===== src/rtl/mux_4ch_rr_sched.sv =====
// mux_4ch_rr_sched
//   Shares one mux_4ch datapath among four sample sources. A source is
//   granted for a burst of BURST_LEN samples. The scheduler drives the mux
//   select, the per-beat transfer strobe, and a valid/last pair that lines up
//   with the mux's one-cycle registered output.
//
// Build option:
//   MUX_SCHED_FIXED_PRI_EN - when defined, arbitration uses fixed priority
//   (req[0] highest) and there is no round-robin pointer. When undefined
//   (the default), arbitration is round-robin.
//
// Ports:
//   clk          clock; all state updates on the rising edge
//   rst_n        asynchronous active-low reset
//   req[3:0]     per-source request; held high for the whole burst
//   dn_ready     downstream accepts a sample this cycle
//   gnt[3:0]     registered one-hot grant; 0 when idle
//   sel[1:0]     registered mux select; holds its last value when idle
//   xfer         combinational; the granted sample is consumed this cycle
//   out_vld      registered xfer; qualifies the mux output
//   out_last     registered; high with out_vld on the final beat of a burst
//   burst_abort  registered one-cycle pulse; the owner dropped req mid-burst
//   dbg_state_o  current FSM state (0 = IDLE, 1 = BURST)
//
// Handshake: a beat transfers in any BURST cycle where req[owner] and
// dn_ready are both high (xfer). There is no back-pressure into the source
// beyond dn_ready; the source must keep req high until its burst ends.

module mux_4ch_rr_sched #(
    parameter int BURST_LEN = 16,
    parameter int CNT_W     = 4
) (
    input  logic       clk,
    input  logic       rst_n,
    input  logic [3:0] req,
    input  logic       dn_ready,
    output logic [3:0] gnt,
    output logic [1:0] sel,
    output logic       xfer,
    output logic       out_vld,
    output logic       out_last,
    output logic       burst_abort,
    output logic       dbg_state_o
);

    typedef enum logic {
        S_IDLE  = 1'b0,
        S_BURST = 1'b1
    } state_t;

    localparam logic [CNT_W-1:0] LAST_BEAT = CNT_W'(BURST_LEN - 1);

    state_t           state_q, state_d;
    logic [3:0]       gnt_q, gnt_d;
    logic [1:0]       sel_q, sel_d;
    logic [CNT_W-1:0] beat_q, beat_d;
    logic             vld_q, vld_d;
    logic             last_q, last_d;
    logic             abort_q, abort_d;
    logic             xfer_c;
    logic             take_grant;

    logic [1:0]       arb_start;
    logic [1:0]       arb_cand;
    logic [1:0]       arb_win;
    logic             arb_found;

`ifdef MUX_SCHED_FIXED_PRI_EN
    assign arb_start = 2'd0;
`else
    logic [1:0] rr_ptr_q;

    // The pointer always sits one past the last winner, so a re-arbitration
    // at the end of a burst naturally starts at owner+1.
    always_ff @(posedge clk or negedge rst_n) begin
        if (!rst_n) begin
            rr_ptr_q <= 2'd0;
        end else if (take_grant) begin
            rr_ptr_q <= arb_win + 2'd1;
        end
    end

    assign arb_start = rr_ptr_q;
`endif

    // First set request found scanning upward from arb_start, wrapping 3->0.
    always_comb begin
        arb_found = 1'b0;
        arb_win   = 2'd0;
        arb_cand  = 2'd0;
        for (int k = 0; k < 4; k++) begin
            arb_cand = arb_start + 2'(k);
            if (!arb_found && req[arb_cand]) begin
                arb_found = 1'b1;
                arb_win   = arb_cand;
            end
        end
    end

    always_comb begin
        state_d    = state_q;
        gnt_d      = gnt_q;
        sel_d      = sel_q;
        beat_d     = beat_q;
        vld_d      = 1'b0;
        last_d     = 1'b0;
        abort_d    = 1'b0;
        xfer_c     = 1'b0;
        take_grant = 1'b0;

        case (state_q)
            S_IDLE: begin
                if (arb_found) begin
                    take_grant = 1'b1;
                end
            end
            S_BURST: begin
                // Losing the owner's request wins over any transfer.
                if (!req[sel_q]) begin
                    abort_d = 1'b1;
                    gnt_d   = 4'b0000;
                    state_d = S_IDLE;
                end else if (dn_ready) begin
                    xfer_c = 1'b1;
                    vld_d  = 1'b1;
                    if (beat_q == LAST_BEAT) begin
                        last_d = 1'b1;
                        // Back-to-back grant with no idle bubble if anyone asks.
                        if (arb_found) begin
                            take_grant = 1'b1;
                        end else begin
                            gnt_d   = 4'b0000;
                            state_d = S_IDLE;
                        end
                    end else begin
                        beat_d = beat_q + 1'b1;
                    end
                end
            end
            default: begin
                gnt_d   = 4'b0000;
                state_d = S_IDLE;
            end
        endcase

        if (take_grant) begin
            state_d = S_BURST;
            sel_d   = arb_win;
            gnt_d   = 4'b0001 << arb_win;
            beat_d  = '0;
        end
    end

    always_ff @(posedge clk or negedge rst_n) begin
        if (!rst_n) begin
            state_q <= S_IDLE;
            gnt_q   <= 4'b0000;
            sel_q   <= 2'd0;
            beat_q  <= '0;
            vld_q   <= 1'b0;
            last_q  <= 1'b0;
            abort_q <= 1'b0;
        end else begin
            state_q <= state_d;
            gnt_q   <= gnt_d;
            sel_q   <= sel_d;
            beat_q  <= beat_d;
            vld_q   <= vld_d;
            last_q  <= last_d;
            abort_q <= abort_d;
        end
    end

    assign gnt         = gnt_q;
    assign sel         = sel_q;
    assign xfer        = xfer_c;
    assign out_vld     = vld_q;
    assign out_last    = last_q;
    assign burst_abort = abort_q;
    assign dbg_state_o = state_q;

endmodule

===== config.mk =====
export PLATFORM = sky130hd
export DESIGN_NAME = mux_4ch_rr_sched
export DESIGN_NICKNAME = d
export VERILOG_FILES = /design/src/rtl/mux_4ch_rr_sched.sv
export SDC_FILE = /design/constraint.sdc
export NUM_CORES = 1
export LEC_CHECK = 0
export ABC_AREA = 1
export BUFFER_PORTS_ARGS = -buffer_cell sky130_fd_sc_hd__buf_2
export CORE_ASPECT_RATIO = 1.4
export CORE_MARGIN = 4
export CORE_UTILIZATION = 58
export CTS_BUF_LIST = sky130_fd_sc_hd__clkbuf_16
export CTS_CLUSTER_DIAMETER = 150
export CTS_CLUSTER_SIZE = 30
export DETAILED_ROUTE_END_ITERATION = 12
export PLACE_DENSITY = 0.82
export SYNTH_ARGS = -nofsm -noshare
export SYNTH_HDL_FRONTEND = slang
export SYNTH_SLANG_ARGS = --single-unit

===== constraint.sdc =====
create_clock -name clk -period 4.55 [get_ports clk]
set_input_delay 0.91 -clock clk [delete_from_list [all_inputs] [get_ports clk]]
set_output_delay 0.91 -clock clk [all_outputs]
set_load 0.01 [all_outputs]

==> results_tabular.tex, run 1 <==
\begin{tabular}{lr}
\hline
Metric & Value \\
\hline
\multicolumn{2}{l}{\textbf{Pwr}} \\
Clk pwr share & 17.7\% \\
Combinational power share & 57.3\% \\
Sequential fraction of design power & 25.0\% \\
Total internal power & 0.4896 mW \\
Overall power after layout & 0.9520 mW \\
Switching power & 0.4624 mW \\
Switching power as a share of total power & 48.57\% \\
Max VDD drop & 0.4298 mV \\
Static leakage power & 0.7058 nW \\
Cell Pwr Density & 769.4 mW/mm2 \\
\multicolumn{2}{l}{\textbf{Place}} \\
Gpl congestion & 0.8276 \\
Count of input and output buffers & 17 \\
HPWL after detailed placement & 1.728 mm \\
\multicolumn{2}{l}{\textbf{Final layout}} \\
Layout cell share with drive strength beyond 1 & 23.67\% \\
Sequential cell area & 400.4 um2 \\
Layout fillers & 153 \\
Antenna fix cells & 0 \\
Core utilization of the finished layout & 70.44\% \\
Multi-input gate area in the final layout & 563.0 um2 \\
Final-stage net count & 182 \\
Area delta synth->final & 16.77\% \\
\multicolumn{2}{l}{\textbf{Global route}} \\
First-pass GRT wire length & 3.719 mm \\
Total Routing Usage GR & 19.39\% \\
Pin count of the biggest net entering global routing & 17 \\
Grt ovf & 0 \\
Vias in the first global route & 941 \\
Number of antenna violations at the first check in global routing & 0 \\
\multicolumn{2}{l}{\textbf{Clock network}} \\
CTS Buffer Depth & 2 \\
CTS Sinks & 16 \\
CTS Hold Bufs & 0 \\
Number of setup buffers added after CTS & 0 \\
H-tree Lvls & 1 \\
CTS Buf Count & 3 \\
Total of cells resized after clock tree synthesis & 0 \\
CTS tree & done \\
Clk Latency, worst-skew pair & 240 ps \\
Clock transition at path regs & 50 ps \\
Buffer type at the clock tree root & clkbuf\_16 \\
\multicolumn{2}{l}{\textbf{Worst setup path}} \\
Type of destination of the critical path & output pin \\
Crit path required time & 3640 ps \\
Worst endpoint data arrival time & 1620 ps \\
Highest net fanout along the worst path & 4 \\
Kind of critical path & primary input to output pin \\
Startpoint kind of the worst setup timing path & primary input \\
\multicolumn{2}{l}{\textbf{Synth}} \\
Main area contributors after synthesis & dfrtp\_1 (38\%), nand2\_1 (22\%), inv\_1 (6.7\%) \\
Area of the mapped netlist & 0.001060 mm2 \\
Number of library cell types mapped by synthesis & 22 \\
Post-Syn Area per Cell & 7.113 um2 \\
EDFF count, synth & 0 \\
Share of synthesized area occupied by flip-flops and latches & 37.78\% \\
Most common cell in the synthesized netlist & nand2\_1 \\
Synth top cells by count & nand2\_1 (61), inv\_1 (19), dfrtp\_1 (16) \\
Primary FF master, synth & dfrtp\_1 \\
Number of instances in the synthesized netlist & 149 \\
Net count of the mapped netlist & 161 \\
Synth top area share & 37.78\% \\
Area leader, netlist & dfrtp\_1 \\
Yosys warning total & 0 \\
Register bit total from synthesis & 16 \\
Fraction of registers with async set/reset & 100.0\% \\
\multicolumn{2}{l}{\textbf{Route}} \\
Overall routed net length & 2.203 mm \\
Via total after detailed routing & 990 \\
DRC violations left & 0 \\
WL per Instance & 11.66 um \\
Antenna viol nets, final & 0 \\
1st-pass router iterations & 4 \\
Starting DRC count in detailed routing & 8 \\
Vias per cell & 5.238 \\
\multicolumn{2}{l}{\textbf{Floorplan}} \\
Site Rows & 18 \\
Number of primary I/O pins & 18 \\
DIE WIDTH & 44.13 um \\
Full die area & 0.002585 mm2 \\
Placeable Area & 0.001757 mm2 \\
Effective utilization at floorplan & 60.33\% \\
Die Height & 58.58 um \\
\multicolumn{2}{l}{\textbf{STA}} \\
Max Transition Viols Final & 0 \\
Maximum clock skew at final layout & 0.8195 ps \\
Final Critical Period & 2532 ps \\
Slew at the pin closest to its max-slew limit & 378.6 ps \\
Final total negative setup slack & 0 ps \\
Slew HR & 74.76\% \\
Number of setup violations in the final report & 0 \\
Final Hold Violating Endpoints & 0 \\
Maximum clock rate & 394.9 MHz \\
Post-route fraction of the period consumed by the critical path & 55.65\% \\
Setup repair after global routing missed its margin & false \\
\multicolumn{2}{l}{\textbf{Run status}} \\
Run status & finished clean \\
\multicolumn{2}{l}{\textbf{Flow run}} \\
Number of maximum-capacitance violations & 0 \\
\multicolumn{2}{l}{\textbf{Hold path}} \\
Worst hold-check path type & flop to flop \\
\hline
\end{tabular}
[critical path, stage by stage]
cell	delay, ps
buf_2	110
nand2_1	50
nand3_1	120
nand2_1	120
nor2_2	160
buf_2	160
[stage by stage]
step,hold slack (ps),setup slack (ps),std cells,area [um2]
floorplan,507.4,2303,149,1060
global placement,452.2,2050,185,1159
detailed placement,454.6,2008,185,1159
CTS,466.6,2006,189,1237
global route,490.9,1900,189,1237
finish,461.1,2018,189,1237
[layer usage]
metal  wire [um]  track usage, %  up-vias  part of all wire (%)
met5           0               0        -                     0
met4          79           13.36        0                   3.6
met3          50           1.835        9                   2.3
met2        1231           36.04       15                    56
met1         841           19.41      464                    38
li1            -               -      502                     -
[power by group through the flow]
stage	clock network [mW]	registers [mW]	logic, mW
after floorplan	0	0.238	0.413
after global placement	0	0.238	0.509
after detailed placement	0	0.240	0.533
after CTS	0.172	0.238	0.548
after global routing	0.181	0.245	0.622
final	0.169	0.238	0.545
[flip-flops by register name, summed over array words and instances, names as in the netlist]
| register | cells |
|---|---|
| burst_abort | 1 |
| out_last | 1 |
| sel | 2 |
| arb_start | 2 |
| out_vld | 1 |
| beat_q | 4 |
| dbg_state_o | 1 |
| gnt | 4 |
[path summary, 6_finish.rpt]
check | slack, ps | startpoint | end | cells after the start
setup / recovery | 2020 | req[1] | xfer | 6
hold / removal | 460 | gnt[1]$_DFFE_PN0P_ | gnt[1]$_DFFE_PN0P_ | 2
setup reg to reg | 2390 | arb_start[0]$_DFFE_PN0P_ | arb_start[1]$_DFFE_PN0P_ | 13
hold reg to reg | 460 | gnt[1]$_DFFE_PN0P_ | gnt[1]$_DFFE_PN0P_ | 2
max in group asynchronous | 3720 | rst_n | burst_abort$_DFF_PN0_ | 1
min in group asynchronous | 570 | rst_n | gnt[3]$_DFFE_PN0P_ | 1
[cell type report]
type                       instances  area share [%]
clock buffer                       3           6.067
clock inverter                     1          0.3033
inverter                          22           6.876
multi-input combinational        110           45.50
sequential                        16           32.36
tap                               20           2.022
timing repair buffer              17           6.876
[placed cells by master, fill, tap and decap left out, drive strengths merged]
| cell type | n |
|---|---|
| clkinv | 1 |
| nor2 | 8 |
| nand2 | 69 |
| a21oi | 4 |
| inv | 22 |
| dfrtp | 16 |
| o21ai | 8 |
| nor3 | 1 |
| ha | 5 |
| clkbuf | 3 |
| xor2 | 1 |
| nand4 | 2 |
| buf | 17 |
| nand3 | 12 |
[cell families (layout without fill, tap and decap cells)]
kind of cell,Yosys count,count (layout),synth area share (%)
flops,16,16,37.78
fa+ha+maj,5,5,5.903
simple gates,92,92,39.31
compound gates,12,12,7.085
buf+inv,23,43,9.092
xor+xnor,1,1,0.8266
Note: power is estimated with default switching activity, not from simulation.
==> inputs of run 2 (changes only) <==
--- a/config.mk
+++ b/config.mk
@@ -9,12 +9,12 @@
 export BUFFER_PORTS_ARGS = -buffer_cell sky130_fd_sc_hd__buf_2
 export CORE_ASPECT_RATIO = 1.4
 export CORE_MARGIN = 4
-export CORE_UTILIZATION = 58
+export CORE_UTILIZATION = 49
 export CTS_BUF_LIST = sky130_fd_sc_hd__clkbuf_16
 export CTS_CLUSTER_DIAMETER = 150
 export CTS_CLUSTER_SIZE = 30
 export DETAILED_ROUTE_END_ITERATION = 12
-export PLACE_DENSITY = 0.82
+export PLACE_DENSITY = 0.74
 export SYNTH_ARGS = -nofsm -noshare
 export SYNTH_HDL_FRONTEND = slang
 export SYNTH_SLANG_ARGS = --single-unit
==> constraint.sdc (replaced) <==
create_clock -name clk -period 2.3 [get_ports clk]
set_input_delay 0.46 -clock clk [delete_from_list [all_inputs] [get_ports clk]]
set_output_delay 0.46 -clock clk [all_outputs]
set_load 0.01 [all_outputs]
==> run 2 against run 1 <==
Effect of this change:
- largest power group unchanged
- die area grew 15%
- total power grew 95%
- sequential cell count is the same
- global-route usage shrank 1.4 points
- utilization shrank 9.3 points
- cell area shrank 0.20%
- sequential share of layout area grew 0.066 points
- clock-buffer cell count is the same
- critical endpoint is now arb_start[1]$_DFFE_PN0P_
- register-to-register slack lost 2200 ps
- first-iteration DRC count grew to 3.0 times the previous value
- final cell count is the same
- sequential power grew 99%
==> results_tabular.tex, run 2 (synthesis gave the netlist of run 1 again) <==
\begin{tabular}{lr}
\hline
Metric & Value \\
\hline
\multicolumn{2}{l}{\textbf{STA}} \\
Slew HR & 74.91\% \\
Number of setup violations in the final report & 0 \\
Setup repair after global routing missed its margin & false \\
Final total negative setup slack & 0 ps \\
Final Critical Period & 2084 ps \\
Final Hold Violating Endpoints & 0 \\
Post-route fraction of the period consumed by the critical path & 90.62\% \\
Maximum clock skew at final layout & 1.503 ps \\
Max Transition Viols Final & 0 \\
Slew at the pin closest to its max-slew limit & 376.4 ps \\
Maximum clock rate & 479.8 MHz \\
\multicolumn{2}{l}{\textbf{Flow run}} \\
Number of maximum-capacitance violations & 0 \\
\multicolumn{2}{l}{\textbf{Floorplan}} \\
Number of primary I/O pins & 18 \\
Effective utilization at floorplan & 52.45\% \\
Die Height & 63.03 um \\
Full die area & 0.002981 mm2 \\
DIE WIDTH & 47.31 um \\
Site Rows & 19 \\
Placeable Area & 0.002021 mm2 \\
\multicolumn{2}{l}{\textbf{Pwr}} \\
Static leakage power & 0.7042 nW \\
Max VDD drop & 0.9846 mV \\
Cell Pwr Density & 1505 mW/mm2 \\
\multicolumn{2}{l}{\textbf{Global route}} \\
Number of antenna violations at the first check in global routing & 0 \\
First-pass GRT wire length & 3.933 mm \\
Pin count of the biggest net entering global routing & 17 \\
Vias in the first global route & 977 \\
Grt ovf & 0 \\
Total Routing Usage GR & 17.97\% \\
\multicolumn{2}{l}{\textbf{Route}} \\
Overall routed net length & 2.225 mm \\
Antenna viol nets, final & 0 \\
Via total after detailed routing & 965 \\
Starting DRC count in detailed routing & 24 \\
WL per Instance & 11.77 um \\
DRC violations left & 0 \\
1st-pass router iterations & 4 \\
Vias per cell & 5.106 \\
\multicolumn{2}{l}{\textbf{Run status}} \\
Run status & finished clean \\
\multicolumn{2}{l}{\textbf{Final layout}} \\
Final cell count without fillers & 189 \\
Area delta synth->final & 16.53\% \\
Leading cell type in the layout, fill and taps excluded & nand2\_1 \\
Layout cell share with drive strength beyond 1 & 23.81\% \\
Final-stage net count & 182 \\
Antenna fix cells & 0 \\
Most frequent cells in the layout & nand2\_1 (61), inv\_1 (19), buf\_2 (17), dfrtp\_1 (16), nand3\_1 (11) \\
\multicolumn{2}{l}{\textbf{Clock network}} \\
Buffer type at the clock tree root & clkbuf\_16 \\
Clk Latency, worst-skew pair & 240 ps \\
CTS Hold Bufs & 0 \\
Number of setup buffers added after CTS & 0 \\
H-tree Lvls & 1 \\
Clock transition at path regs & 50 ps \\
CTS Buf Count & 3 \\
Total of cells resized after clock tree synthesis & 0 \\
CTS Buffer Depth & 2 \\
CTS tree & done \\
CTS Sinks & 16 \\
\multicolumn{2}{l}{\textbf{Worst setup path}} \\
Cells traversed along the worst timing path & inv\_1, nand2\_1, nand2\_2, nand2\_1, nand2\_2, nor2\_4, nand3\_1, nand3\_1, nand2\_1, inv\_1, ha\_1, nand2\_1, o21ai\_1 \\
Max incr delay on CP & 560 ps \\
Worst R2R Path Depth & 13 \\
Worst reg2reg setup slack & 220 ps \\
Worst endpoint data arrival time & 2220 ps \\
Dominant cell type by count on the critical path & nand2\_1 \\
Crit path required time & 2430 ps \\
Highest net fanout along the worst path & 12 \\
Kind of critical path & flop to flop \\
Slowest stage cell, crit path & dfrtp\_1 \\
Destination of the worst register-to-register timing path & arb\_start[1]\$\_DFFE\_PN0P\_ \\
Type of destination of the critical path & flop \\
Startpoint kind of the worst setup timing path & flop \\
Start of the worst register-to-register path & arb\_start[0]\$\_DFFE\_PN0P\_ \\
\multicolumn{2}{l}{\textbf{Hold path}} \\
Worst hold-check path type & primary input to asynchronous set/reset pin \\
\multicolumn{2}{l}{\textbf{Place}} \\
HPWL after detailed placement & 1.778 mm \\
Gpl congestion & 0.9058 \\
Cell count after placement & 186 \\
Count of input and output buffers & 17 \\
\hline
\end{tabular}
run 2: cell types whose count changed in the layout (fill, tap and decap cells not counted), sizes merged:
cell / previous run / this run
clkinv: 1 / 0
run 2: per-layer routing:
layer / global-route usage, % / share of wire (%) / up-vias
met5: 0 / 0 / -
met2: 30.54 / 53 / 12
met4: 9.689 / 3.1 / 0
met1: 18.59 / 41 / 439
met3: 4.611 / 2.3 / 7
li1: - / - / 507
run 2: area by class of cell:
type / count / area (um2)
Clock buffer: 3 / 75.07
Fill cell: 190 / 785.8
Inverter: 22 / 85.08
Multi-Input combinational cell: 110 / 563.0
Sequential cell: 16 / 400.4
Tap cell: 21 / 26.28
Timing Repair Buffer: 17 / 85.08
run 2: worst max-delay path, delay by kind of cell, from the launching register on:
| kind | cells | cell delay [ps] |
|---|---|---|
| buf+inv | 2 | 280 |
| flops | 1 | 560 |
| compound gates | 1 | 50 |
| simple gates | 9 | 860 |
| fa+ha+maj | 1 | 220 |
run 2: worst max-delay path by stage:
stage	startpoint	to	slack, ps	depth (start not counted)
2_1_floorplan	arb_start[0]$_DFFE_PN0P_	arb_start[1]$_DFFE_PN0P_	620	13
3_3_place_gp	arb_start[0]$_DFFE_PN0P_	arb_start[1]$_DFFE_PN0P_	380	12
3_5_place_dp	arb_start[0]$_DFFE_PN0P_	arb_start[1]$_DFFE_PN0P_	240	13
4_1_cts	arb_start[0]$_DFFE_PN0P_	arb_start[1]$_DFFE_PN0P_	220	13
5_1_grt	arb_start[0]$_DFFE_PN0P_	arb_start[1]$_DFFE_PN0P_	20	13
6_report	arb_start[0]$_DFFE_PN0P_	arb_start[1]$_DFFE_PN0P_	220	13
run 2: report_power, final:
group	total, mW	switching [mW]	leakage [nW]	internal, mW
Clock	0.330	0.102	0.0370	0.228
Sequential	0.473	0.0963	0.209	0.377
Combinational	1.05	0.697	0.458	0.357
Total	1.86	0.896	0.704	0.962
run 2: per-stage QoR:
stage / worst slack, ps / hold slack, ps / util [%] / instance area, um2 / total power [mW]
global placement: 376.1 / 386.9 / 57.40 / 1160 / 1.483
detailed placement: 239.8 / 392.9 / 57.40 / 1160 / 1.531
floorplan: 623.0 / 164.4 / - / 1060 / 1.288
global route: 15.81 / 143.0 / 61.11 / 1235 / 2.046
finish: 215.7 / 123.3 / 61.11 / 1235 / 1.858
CTS: 221.2 / 132.0 / 61.11 / 1235 / 1.876
==> inputs of run 3 (changes only) <==
--- a/config.mk
+++ b/config.mk
@@ -7,14 +7,15 @@
 export LEC_CHECK = 0
 export ABC_AREA = 1
 export BUFFER_PORTS_ARGS = -buffer_cell sky130_fd_sc_hd__buf_2
+export CAP_MARGIN = 20
 export CORE_ASPECT_RATIO = 1.4
 export CORE_MARGIN = 4
-export CORE_UTILIZATION = 49
+export CORE_UTILIZATION = 54
 export CTS_BUF_LIST = sky130_fd_sc_hd__clkbuf_16
 export CTS_CLUSTER_DIAMETER = 150
 export CTS_CLUSTER_SIZE = 30
 export DETAILED_ROUTE_END_ITERATION = 12
-export PLACE_DENSITY = 0.74
+export PLACE_DENSITY = 0.77
 export SYNTH_ARGS = -nofsm -noshare
 export SYNTH_HDL_FRONTEND = slang
 export SYNTH_SLANG_ARGS = --single-unit
==> constraint.sdc (replaced) <==
create_clock -name clk -period 2 [get_ports clk]
set_input_delay 0.4 -clock clk [delete_from_list [all_inputs] [get_ports clk]]
set_output_delay 0.4 -clock clk [all_outputs]
set_load 0.01 [all_outputs]
==> run 3 against run 2 <==
Effect of this change:
- cell area rose by 2.1%
- combinational power grew 25%
- sequential power is 9.5% higher
- global-route usage rose by 1.9 points
- sequential share of layout area shrank 0.68 points
- final cell count increased by 1.1%
- total power increased by 19%
- worst setup slack lost 35 ps
- utilization increased by 8.0 points
- critical path type unchanged
- largest cell class unchanged
==> results_tabular.tex, run 3 (synthesis gave the netlist of run 1 again) <==
\begin{tabular}{lr}
\hline
Metric & Value \\
\hline
\multicolumn{2}{l}{\textbf{Worst setup path}} \\
Worst endpoint data arrival time & 1950 ps \\
Highest net fanout along the worst path & 6 \\
Crit path required time & 2130 ps \\
Kind of critical path & flop to flop \\
Startpoint kind of the worst setup timing path & flop \\
Type of destination of the critical path & flop \\
\multicolumn{2}{l}{\textbf{Floorplan}} \\
Full die area & 0.002745 mm2 \\
Placeable Area & 0.001824 mm2 \\
Effective utilization at floorplan & 58.09\% \\
DIE WIDTH & 45.44 um \\
Number of primary I/O pins & 18 \\
Site Rows & 18 \\
Die Height & 60.42 um \\
\multicolumn{2}{l}{\textbf{Clock network}} \\
CTS tree & done \\
Number of setup buffers added after CTS & 0 \\
H-tree Lvls & 1 \\
CTS Sinks & 16 \\
CTS Buffer Depth & 2 \\
Buffer type at the clock tree root & clkbuf\_16 \\
CTS Hold Bufs & 0 \\
Total of cells resized after clock tree synthesis & 0 \\
Clock transition at path regs & 50 ps \\
Clk Latency, worst-skew pair & 240 ps \\
CTS Buf Count & 3 \\
\multicolumn{2}{l}{\textbf{Place}} \\
Count of input and output buffers & 17 \\
Gpl congestion & 0.8280 \\
HPWL after detailed placement & 1.775 mm \\
\multicolumn{2}{l}{\textbf{Pwr}} \\
Max VDD drop & 0.9561 mV \\
Overall power after layout & 2.208 mW \\
Static leakage power & 0.7145 nW \\
Cell Pwr Density & 1750 mW/mm2 \\
\multicolumn{2}{l}{\textbf{STA}} \\
Number of setup violations in the final report & 0 \\
Post-route fraction of the period consumed by the critical path & 90.98\% \\
Maximum clock rate & 549.6 MHz \\
Final Hold Violating Endpoints & 0 \\
Setup repair after global routing missed its margin & false \\
Final total negative setup slack & 0 ps \\
Slew at the pin closest to its max-slew limit & 349.7 ps \\
Max Transition Viols Final & 0 \\
Hold slack & 60.27 ps \\
Slew HR & 76.69\% \\
Final Critical Period & 1820 ps \\
Maximum clock skew at final layout & 3.777 ps \\
\multicolumn{2}{l}{\textbf{Final layout}} \\
Layout cell share with drive strength beyond 1 & 28.07\% \\
Antenna fix cells & 0 \\
Most frequent cells in the layout & nand2\_1 (59), buf\_2 (17), inv\_1 (16), dfrtp\_1 (16), nand3\_1 (11) \\
Leading cell type in the layout, fill and taps excluded & nand2\_1 \\
Area delta synth->final & 19.01\% \\
Final-stage net count & 184 \\
\multicolumn{2}{l}{\textbf{Flow run}} \\
Number of maximum-capacitance violations & 0 \\
\multicolumn{2}{l}{\textbf{Route}} \\
Starting DRC count in detailed routing & 12 \\
Overall routed net length & 2.244 mm \\
1st-pass router iterations & 4 \\
DRC violations left & 0 \\
WL per Instance & 11.75 um \\
Vias per cell & 5.058 \\
Via total after detailed routing & 966 \\
Antenna viol nets, final & 0 \\
\multicolumn{2}{l}{\textbf{Global route}} \\
Vias in the first global route & 1032 \\
Number of antenna violations at the first check in global routing & 0 \\
First-pass GRT wire length & 4.057 mm \\
Total Routing Usage GR & 19.89\% \\
Pin count of the biggest net entering global routing & 17 \\
Grt ovf & 0 \\
\multicolumn{2}{l}{\textbf{Run status}} \\
Run status & finished clean \\
\multicolumn{2}{l}{\textbf{Hold path}} \\
Worst hold-check path type & primary input to asynchronous set/reset pin \\
\hline
\end{tabular}
## run 3: cell count changes in the layout (fill, tap and decap cells not counted)
cell	before	now
o21ai_2	2	3
inv_2	2	5
nand2_1	61	59
inv_1	19	16
clkinv_1	0	1
nand2_2	7	9
o21ai_1	4	3
buf_4	0	2
## run 3: final cells by class
| cell class | count | area [um2] |
|---|---|---|
| multi-input combinational | 110 | 571.8 |
| timing repair buffer | 19 | 100.1 |
| clock inverter | 1 | 3.754 |
| sequential | 16 | 400.4 |
| clock buffer | 3 | 75.07 |
| inverter | 22 | 85.08 |
| fill | 158 | 563.0 |
| tap | 20 | 25.02 |
## run 3: metal layers
layer / vias to the layer above / GRT usage [%] / share of wire, %
li1: 509 / - / -
met1: 439 / 19.92 / 37
met2: 11 / 39.12 / 59
met3: 7 / 2.077 / 1.2
met4: 0 / 8.787 / 2.3
met5: - / 0 / 0
## run 3: power breakdown
part,switching (mW),internal [mW]
Sequential,0.0841,0.434
Clock,0.114,0.264
Combinational,0.863,0.448
## run 3: final timing paths
path	from	endpoint	slack (ps)	cells past startpoint
min reg2reg	gnt[3]$_DFFE_PN0P_	gnt[3]$_DFFE_PN0P_	460	2
max in group asynchronous	rst_n	arb_start[0]$_DFFE_PN0P_	1680	1
min	rst_n	out_vld$_DFF_PN0_	60	1
max reg2reg	arb_start[0]$_DFFE_PN0P_	arb_start[1]$_DFFE_PN0P_	180	13
max	arb_start[0]$_DFFE_PN0P_	arb_start[1]$_DFFE_PN0P_	180	13
min in group clk	dn_ready	out_vld$_DFF_PN0_	440	3
## run 3: worst max-delay path: stages, from the launching register on
cell	delay [ps]
dfrtp_1	400
buf_4	170
nand2_1	80
nand2_2	80
nand2_2	90
nand2_2	70
nor2_4	110
nand3_1	110
nand2_1	100
nand2_2	90
inv_2	80
ha_1	230
nand2_1	60
o21ai_1	50
## run 3: through the flow
step / instances / worst slack [ps] / area [um2] / utilization, %
CTS: 191 / 133.3 / 1252 / 68.66
floorplan: 149 / 323.0 / 1060 / -
global route: 191 / 10.25 / 1261 / 69.14
global placement: 187 / 207.5 / 1174 / 64.33
finish: 191 / 180.5 / 1261 / 69.14
detailed placement: 187 / 148.0 / 1174 / 64.33
